File: src/rtl/fetch_stage_pkg.sv
// Shared RAT pipeline constants and the fetch FSM state type.
// Decode and control-vector stages import this package as well.
package rat_pipe_pkg;

    localparam int RAT_PC_W = 10;
    localparam int RAT_IR_W = 18;
    localparam logic [RAT_PC_W-1:0] RAT_INTR_VEC = 10'h3FF;
    localparam logic [RAT_PC_W-1:0] RAT_RESET_PC = 10'h000;

    typedef enum logic [1:0] {
        S_BOOT,
        S_RUN,
        S_BUBBLE
    } fetch_state_t;

endpackage

File: src/rtl/fetch_stage_if.sv
// Fetch bus: program ROM port plus the instruction/interrupt bundle to decode.
interface fetch_stage_if
    import rat_pipe_pkg::*;
#(
    parameter int PC_W = RAT_PC_W,
    parameter int IR_W = RAT_IR_W
);
    logic [PC_W-1:0] imem_addr;
    logic [IR_W-1:0] imem_data;
    logic [IR_W-1:0] out_IR;
    logic [PC_W-1:0] out_PC;
    logic            out_valid;
    logic            nop;
    logic            intr_taken;
    logic [PC_W-1:0] ret_PC;

    modport master (
        output imem_addr,
        input  imem_data,
        output out_IR,
        output out_PC,
        output out_valid,
        output nop,
        output intr_taken,
        output ret_PC
    );

    modport slave (
        input  imem_addr,
        output imem_data,
        input  out_IR,
        input  out_PC,
        input  out_valid,
        input  nop,
        input  intr_taken,
        input  ret_PC
    );
endinterface

File: src/rtl/fetch_stage_pc_next_mux.sv
// Next-PC / ROM address select: rst > branch > interrupt > stall/hold > advance.
module pc_next_mux
    import rat_pipe_pkg::*;
#(
    parameter int                PC_W     = RAT_PC_W,
    parameter logic [PC_W-1:0]   RESET_PC = RAT_RESET_PC,
    parameter logic [PC_W-1:0]   INTR_VEC = RAT_INTR_VEC
) (
    input  logic            rst,
    input  logic            br_taken,
    input  logic [PC_W-1:0] br_target,
    input  logic            intr_accept,
    input  logic            stall,
    input  logic            hold,
    input  logic [PC_W-1:0] pc_q,
    input  logic [PC_W-1:0] fpc_q,
    output logic [PC_W-1:0] imem_addr,
    output logic [PC_W-1:0] pc_d,
    output logic [PC_W-1:0] fpc_d
);
    localparam logic [PC_W-1:0] ONE = 1;

    always_comb begin
        imem_addr = pc_q;
        pc_d      = pc_q + ONE;
        fpc_d     = pc_q;
        if (rst) begin
            imem_addr = RESET_PC;
            pc_d      = RESET_PC;
            fpc_d     = RESET_PC;
        end else if (br_taken) begin
            imem_addr = br_target;
            pc_d      = br_target + ONE;
            fpc_d     = br_target;
        end else if (intr_accept) begin
            imem_addr = INTR_VEC;
            pc_d      = INTR_VEC + ONE;
            fpc_d     = INTR_VEC;
        end else if (stall || hold) begin
            // re-read the presented address so ROM data still matches fpc_q afterwards
            imem_addr = fpc_q;
            pc_d      = pc_q;
            fpc_d     = fpc_q;
        end
    end
endmodule

File: src/rtl/fetch_stage.sv
// RAT CPU instruction fetch: PC, ROM addressing, branch redirect, interrupt entry.
//   state    | meaning
//   S_BOOT   | first cycle after reset, ROM read of RESET_PC in flight
//   S_RUN    | out_IR/out_PC hold a real instruction
//   S_BUBBLE | slot after interrupt accept, ROM read of INTR_VEC in flight
module fetch_stage
    import rat_pipe_pkg::*;
#(
    parameter int              PC_W     = RAT_PC_W,
    parameter int              IR_W     = RAT_IR_W,
    parameter logic [PC_W-1:0] RESET_PC = RAT_RESET_PC,
    parameter logic [PC_W-1:0] INTR_VEC = RAT_INTR_VEC
) (
    input  logic            clk,
    input  logic            rst,
    input  logic            stall,
    input  logic            br_taken,
    input  logic [PC_W-1:0] br_target,
    input  logic            intr_req,
    input  logic            i_en,
    fetch_stage_if.master   bus
);
    fetch_state_t    state, state_d;
    logic [PC_W-1:0] pc_q, fpc_q, pc_d, fpc_d;
    logic [PC_W-1:0] ret_pc_q;
    logic            intr_taken_q;
    logic            intr_accept;
    logic            valid;

    pc_next_mux #(
        .PC_W     (PC_W),
        .RESET_PC (RESET_PC),
        .INTR_VEC (INTR_VEC)
    ) u_pc_next_mux (
        .rst         (rst),
        .br_taken    (br_taken),
        .br_target   (br_target),
        .intr_accept (intr_accept),
        .stall       (stall),
        .hold        (state == S_BUBBLE),
        .pc_q        (pc_q),
        .fpc_q       (fpc_q),
        .imem_addr   (bus.imem_addr),
        .pc_d        (pc_d),
        .fpc_d       (fpc_d)
    );

    always_ff @(posedge clk) begin
        if (rst) begin
            state        <= S_BOOT;
            pc_q         <= RESET_PC;
            fpc_q        <= RESET_PC;
            intr_taken_q <= 1'b0;
            ret_pc_q     <= '0;
        end else begin
            state        <= state_d;
            pc_q         <= pc_d;
            fpc_q        <= fpc_d;
            intr_taken_q <= intr_accept;
            if (intr_accept) begin
                ret_pc_q <= fpc_q;
            end
        end
    end

    always_comb begin
        state_d     = state;
        intr_accept = intr_req && i_en && (state == S_RUN) && !stall && !br_taken && !rst;
        if (br_taken) begin
            state_d = S_RUN;
        end else if (intr_accept) begin
            state_d = S_BUBBLE;
        end else if (!stall) begin
            state_d = S_RUN;
        end
        // the instruction on the outputs is squashed by a redirect in the same cycle
        valid = (state == S_RUN) && !br_taken && !intr_accept;
    end

    assign bus.out_IR     = bus.imem_data;
    assign bus.out_PC     = fpc_q;
    assign bus.out_valid  = valid;
    assign bus.nop        = ~valid;
    assign bus.intr_taken = intr_taken_q;
    assign bus.ret_PC     = ret_pc_q;
endmodule
File: src/flat_wrapper.sv
// flat-port wrapper written by rule: the top's interface ports become plain ports
module fetch_stage_flat import rat_pipe_pkg::*;
#(
    parameter int              PC_W     = RAT_PC_W,
    parameter int              IR_W     = RAT_IR_W,
    parameter logic [PC_W-1:0] RESET_PC = RAT_RESET_PC,
    parameter logic [PC_W-1:0] INTR_VEC = RAT_INTR_VEC
)
  (clk, rst, stall, br_taken, br_target, intr_req, i_en, bus_imem_addr, bus_imem_data, bus_out_IR, bus_out_PC, bus_out_valid, bus_nop, bus_intr_taken, bus_ret_PC);
  fetch_stage_if #(.PC_W(PC_W), .IR_W(IR_W)) bus_i ();
  input  logic clk;
  input  logic rst;
  input  logic stall;
  input  logic br_taken;
  input  logic [PC_W-1:0] br_target;
  input  logic intr_req;
  input  logic i_en;
  output wire logic [$bits(bus_i.imem_addr)-1:0] bus_imem_addr;
  input wire logic [$bits(bus_i.imem_data)-1:0] bus_imem_data;
  output wire logic [$bits(bus_i.out_IR)-1:0] bus_out_IR;
  output wire logic [$bits(bus_i.out_PC)-1:0] bus_out_PC;
  output wire logic [$bits(bus_i.out_valid)-1:0] bus_out_valid;
  output wire logic [$bits(bus_i.nop)-1:0] bus_nop;
  output wire logic [$bits(bus_i.intr_taken)-1:0] bus_intr_taken;
  output wire logic [$bits(bus_i.ret_PC)-1:0] bus_ret_PC;
  assign bus_imem_addr = bus_i.imem_addr;
  assign bus_i.imem_data = bus_imem_data;
  assign bus_out_IR = bus_i.out_IR;
  assign bus_out_PC = bus_i.out_PC;
  assign bus_out_valid = bus_i.out_valid;
  assign bus_nop = bus_i.nop;
  assign bus_intr_taken = bus_i.intr_taken;
  assign bus_ret_PC = bus_i.ret_PC;
  fetch_stage #(.PC_W(PC_W), .IR_W(IR_W), .RESET_PC(RESET_PC), .INTR_VEC(INTR_VEC)) u_core (.clk(clk), .rst(rst), .stall(stall), .br_taken(br_taken), .br_target(br_target), .intr_req(intr_req), .i_en(i_en), .bus(bus_i));
endmodule
File: config.mk
export PLATFORM = sky130hd
export DESIGN_NAME = fetch_stage_flat
export DESIGN_NICKNAME = d
export VERILOG_FILES = /design/src/rtl/fetch_stage_pkg.sv /design/src/rtl/fetch_stage_if.sv /design/src/rtl/fetch_stage_pc_next_mux.sv /design/src/rtl/fetch_stage.sv /design/src/flat_wrapper.sv
export SDC_FILE = /design/constraint.sdc
export NUM_CORES = 1
export LEC_CHECK = 0
export BUFFER_PORTS_ARGS = -buffer_cell sky130_fd_sc_hd__buf_4
export CAP_MARGIN = 20
export CORE_MARGIN = 2
export CORE_UTILIZATION = 38
export DETAILED_ROUTE_END_ITERATION = 7
export PLACE_DENSITY_LB_ADDON = 0.1
export SLEW_MARGIN = 20
export SYNTH_ARGS = -nofsm -noshare
export SYNTH_HDL_FRONTEND = slang
export SYNTH_HIERARCHICAL = 1
export SYNTH_SLANG_ARGS = --single-unit
File: constraint.sdc
create_clock -name clk -period 1.8 [get_ports clk]
set_input_delay 0.27 -clock clk [delete_from_list [all_inputs] [get_ports clk]]
set_output_delay 0.27 -clock clk [all_outputs]
set_load 0.005 [all_outputs]
==> out/metrics.cfg, run 1 <==
[floorplan]
die_w_um=78.3
ioPinCount=85
row_count=27
die_area_sq_mm=0.00613
core_area_sq_mm=0.00541
die_h_um=78.3
initial_core_util_pct=38.8

[clocking]
tritoncts=done
clockBufferDepth=2
numCtsBuffers=5
cts-root-buf=clkbuf_8
cts-htree-levels=2
clock_sinks=33
insertion_delay_ps=290
clk_pin_slew_ps=70

[synth]
synthesis.nets=285
synthCells=249
syn_area_sq_mm=0.00210
async_flop_share_pct=0
avgSynthCellArea_sq_um=8.43
yosysUniqueCellTypes=47
ys_seq_elements=33
synth_edf_count=0
synth-seq-area-share_pct=31.5
ys.flop_type=dfxtp_1
ys_warn_count=6

[worst_setup_path]
cp_slowest_cell=or3b_4
crit_chain=or3b_4 -> nor2_4 -> nor2_4 -> a221oi_2 -> buf_4
critPathTopFamily=simple AND/OR/NAND/NOR gates
cp_slowest_stage_delay_ps=400
worstPathArrival_ps=1730
cp.required_ps=1530
cp-startpoint=u_core/state[0]
end_kind=output port
critPathMostFrequentCell=nor2_4
critical_path_class=reg2out
critical_path.max_fanout=6
startpoint_type=flip-flop
reg2reg_from=u_core/state[0]
worst-path-buf-inv=1

[grt]
grtUsageMet1_pct=25.5
grt_pass1_vias=1756
met3_usage_pct=4.02
top_usage_layer=met2
grt_usage_pct=18.7
grt_pass1_wl_mm=8.87
use_met2_pct=28.6
antenna_found_initial=0
overflow=0
grt_max_degree=38

[final_layout]
area_growth_pct=30.4
seq_area_sq_um=663
drive_gt1_share_pct=40.6
diodes=0
design_area_sq_mm=0.00274
final_common_cell=buf_4
layout_common_cells=buf_4, dfxtp_1, nor2b_1
layout.nets=323
n_fill_cell=555
final_core_util_pct=50.6
multi_input_comb_area_sq_mm=0.00125

[pwr]
intPower_w=0.00136
vdd_drop_max_mv=0.295
power_density_mw_per_mm2=665
seq_power_share_pct=42.2
combPwrFrac_pct=17.5
p_sw_w=0.000464
switching_share_pct=25.5
clkPwrFrac_pct=40.3
power_leakage_nw=1.11

[placement]
pre_cts_ws_ps=-88.2
io_buffers=48
hpwl_mm=3.91
gp_congestion=0.774
dpl_cell_area_sq_mm=0.00242

[timing]
finalCriticalPeriod_ps=2000
fin_skew_ps=5.46
max_freq_ghz=0.500
rsz0062_at_grt=true
slew_viol_final=0
finalCritPeriodShare_pct=111
setup_viol=14
setup_slack_ps=-199
relSlewSlack_pct=71.3
hold_viol=0
tns_ps=-1830
tightest_slew_ps=430

[detailed_routing]
vias=1857
routed_via_density=5.16
routed_wl_mm=5.54
drc=0
drt_iter0_drc=83
wl_per_cell_um=15.4
firstDrtPassIters=4
final_antenna_net_count=0

[min_path]
hold_path.class=in2reg
min_from=stall

[run]
maxCapViolations=0

[outcome]
failed_checks=negative setup slack
status=finished with violations

## cells by family (layout without fill, tap and decap cells)
kind of cell    Yosys count  count (layout)  synth area share [%]
mux                      11              11                  5.31
fa+ha+maj                 2               2                  1.19
buf+inv                  56              94                  16.3
simple gates             84              85                  24.4
flops                    33              33                  31.5
compound gates           54              54                  17.5
xor+xnor                  9               9                  3.76
## per-stage QoR
stage	std cells	power, W	hold WS, ps
after floorplan	249	0.000989	342
after global placement	344	0.00107	456
after detailed placement	344	0.00107	460
after CTS	357	0.00183	255
after global routing	360	0.00190	290
final	360	0.00182	268
## routing by layer
layer,part of all wire (%),vias to the layer above,routed length [um]
met5,0,-,0
met2,46,51,2540
met4,2.1,0,116
met3,5.4,14,298
met1,47,872,2580
li1,-,920,-
## power groups by stage
stage	clock network [W]	logic [W]	registers [W]
CTS	0.000748	0.000308	0.000769
floorplan	0	0.000207	0.000782
global route	0.000782	0.000347	0.000771
global placement	0	0.000286	0.000786
detailed placement	0	0.000285	0.000785
finish	0.000734	0.000318	0.000769
## synth_stat cells (2+ instances only)
library cell / count / share of area, %
o21ai_1: 7 / 1.7
a22oi_1: 3 / 1.1
nor3b_1: 2 / 0.72
nor3_1: 7 / 1.7
mux2i_1: 10 / 4.8
nand4_1: 4 / 1.2
nor2_1: 13 / 2.3
dfxtp_1: 33 / 31
inv_1: 13 / 2.3
xor2_1: 2 / 0.83
and2_1: 2 / 0.60
o31a_1: 2 / 0.83
buf_6: 2 / 1.1
buf_4: 30 / 11
nor2b_1: 21 / 6.3
clkbuf_1: 7 / 1.3
a221oi_1: 8 / 3.3
o21a_1: 2 / 0.72
xnor2_1: 7 / 2.9
a21oi_1: 14 / 3.3
ha_1: 2 / 1.2
nand3_1: 13 / 3.1
o21ai_2: 3 / 1.3
a311oi_1: 2 / 0.83
buf_2: 3 / 0.72
a211oi_1: 2 / 0.72
nor4_1: 2 / 0.60
nand2_1: 9 / 1.6
o21ai_0: 6 / 1.4
## worst paths after layout
kind | to | slack (ps) | cells past startpoint
worst min-delay path | u_core/state[0] | 270 | 2
worst max-delay path | bus_imem_addr[9] | -200 | 5
worst min register to register | u_core/bus.ret_PC[3] | 470 | 2
worst max register to register | u_core/pc_q[2] | -70 | 8
## final cells by class
class                           count  share of cell area (%)
Clock buffer                        7                    3.16
Inverter                           13                    1.78
Tap cell                           72                    3.29
Timing Repair Buffer               73                    20.7
Sequential cell                    33                    24.2
Clock inverter                      1                    1.10
Multi-Input combinational cell    161                    45.7
## flip-flops by register name, summed over array words and instances, names as in the netlist
name and flops:
u_core/bus.out_PC 10, u_core/pc_q 10, u_core/state 2, u_core/bus.intr_taken 1
u_core/bus.ret_PC 10
## worst reg2reg max path, cell delays in order (launching register included)
cell and delay [ps]:
dfxtp_2 340, and2b_2 260, buf_6 130, or3b_4 420, buf_6 150, xnor2_2 130, a22oi_2 160, nor2_1 60
nor2b_1 120
## timing repair
item / 4_1_cts / 5_1_grt
gates resized for setup: 13 / 15
setup endpoints to repair: 14 / 18
endpoints found under the hold margin: 0 / 0
hold buffers: 0 / 0
buffers inserted: 4 / 4
gates cloned: 1 / 0
pin swaps: 5 / 18
No activity file was read; power rests on OpenSTA's default activity.
==> inputs of run 2 (changes only) <==
--- a/config.mk
+++ b/config.mk
@@ -7,8 +7,10 @@
 export LEC_CHECK = 0
 export BUFFER_PORTS_ARGS = -buffer_cell sky130_fd_sc_hd__buf_4
 export CAP_MARGIN = 20
+export CELL_PAD_IN_SITES_DETAIL_PLACEMENT = 1
+export CELL_PAD_IN_SITES_GLOBAL_PLACEMENT = 1
 export CORE_MARGIN = 2
-export CORE_UTILIZATION = 38
+export CORE_UTILIZATION = 31
 export DETAILED_ROUTE_END_ITERATION = 7
 export PLACE_DENSITY_LB_ADDON = 0.1
 export SLEW_MARGIN = 20
==> run 2 against run 1 <==
  * The flow still finishes with violations (negative setup slack)
  * Die area rose by 21%
  * Via count stayed put
  * Count of clock-buffer cells in the layout down 1
  * Register-to-register slack improved by 60 ps
  * Critical endpoint is now bus_imem_addr[4]
  * Largest cell class unchanged
  * Highest routed layer unchanged
==> out/metrics.cfg, run 2 (synthesized netlist as in run 1, its figures left out) <==
[clocking]
cts-root-buf=clkbuf_8
cts-htree-levels=2  ; unchanged
insertion_delay_ps=290  ; about the same
clk_pin_slew_ps=70  ; about the same
clock_sinks=33  ; unchanged
tritoncts=done
ctsHoldBuffers=0  ; unchanged
numCtsBuffers=5  ; unchanged
clockBufferDepth=2  ; unchanged

[detailed_routing]
final_antenna_net_count=0  ; unchanged
wl_per_cell_um=16.6  ; +8.2%
routed_wl_mm=6.11  ; +10%
firstDrtPassIters=4  ; unchanged
drt_iter0_drc=63  ; -24%
routed_via_density=5.06  ; -1.9%
vias=1857  ; unchanged
drc=0  ; unchanged

[worst_setup_path]
critPathTopFamily=simple AND/OR/NAND/NOR gates
cp_slowest_stage_delay_ps=390  ; about the same
critical_path.max_fanout=7  ; +1
startpoint_type=flip-flop
cp_slowest_cell=or3b_4
worst-path-buf-inv=3  ; +2
cp.required_ps=1530  ; about the same
end_kind=output port
critPathMostFrequentCell=nor2_4
crit_chain=buf_6 -> or3b_4 -> nor2_4 -> nor2_4 -> buf_12 -> a221oi_2 -> buf_4
critical_path_class=reg2out
worstPathArrival_ps=1920  ; +190 ps

[timing]
rsz0062_at_grt=true
hold_viol=0  ; unchanged
max_freq_ghz=0.457  ; -8.7%
slew_viol_final=0  ; unchanged
setup_viol=11  ; -3
tightest_slew_ps=357  ; -73.7 ps
finalCritPeriodShare_pct=122  ; +11 points
setup_slack_ps=-390  ; -191 ps
relSlewSlack_pct=76.2  ; +4.9 points
finalCriticalPeriod_ps=2190  ; +191 ps
fin_skew_ps=3.12  ; -2.34 ps

[outcome]
failed_checks=negative setup slack
status=finished with violations

[pwr]
power_density_mw_per_mm2=611  ; -8.2%
vdd_drop_max_mv=0.370  ; +25%
p_total_w=0.00166  ; -8.6%
power_leakage_nw=1.10  ; -1.5%

[final_layout]
fin_cells=367  ; +1.9%
layout.nets=325  ; +0.62%
drive_gt1_share_pct=39.0  ; -1.7 points
area_growth_pct=29.8
diodes=0  ; unchanged
final_common_cell=buf_4
layout_common_cells=buf_4, dfxtp_1, nor2b_1

[grt]
grt_max_degree=55  ; +45%
antenna_found_initial=0  ; unchanged
grt_pass1_vias=1880  ; +7.1%
overflow=0  ; unchanged
grt_usage_pct=17.0  ; -1.6 points
grt_pass1_wl_mm=9.74  ; +9.9%

[floorplan]
die_w_um=86.3  ; +10%
die_area_sq_mm=0.00744  ; +21%
core_area_sq_mm=0.00646  ; +19%
row_count=29  ; +7.4%
die_h_um=86.3  ; +10%
initial_core_util_pct=32.5  ; -6.3 points
ioPinCount=85  ; unchanged

[min_path]
hold_path.class=in2reg

[placement]
gp_congestion=0.775  ; about the same
io_buffers=48  ; unchanged
hpwl_mm=4.59  ; +17%
dp_cells=355  ; +3.2%

[run]
maxCapViolations=0  ; unchanged

## run 2: changes by cell type in the layout (fill, tap and decap cells not counted), sizes merged
cell	previous run	this run
clkbuf	7	6
buf	73	75
clkinv	0	2
bufinv	1	0
## run 2: path summary, 6_finish.rpt
kind	depth (start not counted)	slack [ps]	from	end
setup / recovery	7	-390	u_core/state[0]	bus_imem_addr[4]
hold / removal	3	350	stall	u_core/state[0]
setup reg to reg	9	-10	u_core/state[0]	u_core/pc_q[5]
hold reg to reg	2	470	u_core/bus.ret_PC[2]	u_core/bus.ret_PC[2]
## run 2: power by group
part / switching [W] / total (W) / internal (W)
sequential: 0.0000177 / 0.000769 / 0.000751
combinational: 0.000168 / 0.000337 / 0.000169
clock: 0.000290 / 0.000558 / 0.000268
## run 2: final cells by class
type                       count  area [sq um]
timing repair buffer          75           608
clock inverter                 2          10.0
sequential                    33           662
inverter                      13          48.8
fill                         785          3740
multi-input combinational    161          1220
tap                           77          96.3
clock buffer                   6          72.6
## run 2: worst register-to-register path, cell delays in order, from the launching register on
cell and delay, ps:
dfxtp_2 320, buf_6 110, or3b_4 240, nor2_4 60, buf_4 130, buf_6 120, or2_4 250, a211o_1 220
a31oi_1 150, nor2b_2 160
## run 2: what timing repair did
item / CTS / global route
endpoints found under the setup margin: 12 / 14
setup buffers: 1 / 2
cloned: 1 / 0
gates resized for setup: 11 / 7
hold endpoints to repair: 0 / 0
pin swaps: 1 / 8
## run 2: per-stage QoR
stage	utilization (%)	area (sq um)	hold WS [ps]	TNS [ps]	setup slack [ps]
3_5_place_dp	38.9	2510	466	-653	-85.8
4_1_cts	41.3	2670	336	-3320	-362
6_report	42.2	2720	349	-3390	-390
5_1_grt	42.2	2720	370	-4600	-471
2_1_floorplan	-	2140	342	-10.6	-5.31
3_3_place_gp	38.9	2510	458	-315	-54.9
## run 2: routing by layer
| metal | vias up | GRT usage (%) | part of all wire [%] |
|---|---|---|---|
| met5 | - | 0 | 0 |
| met4 | 0 | 5.54 | 1.4 |
| met3 | 8 | 3.33 | 3.8 |
| met2 | 36 | 29.1 | 49 |
| met1 | 887 | 21.6 | 46 |
| li1 | 926 | - | - |
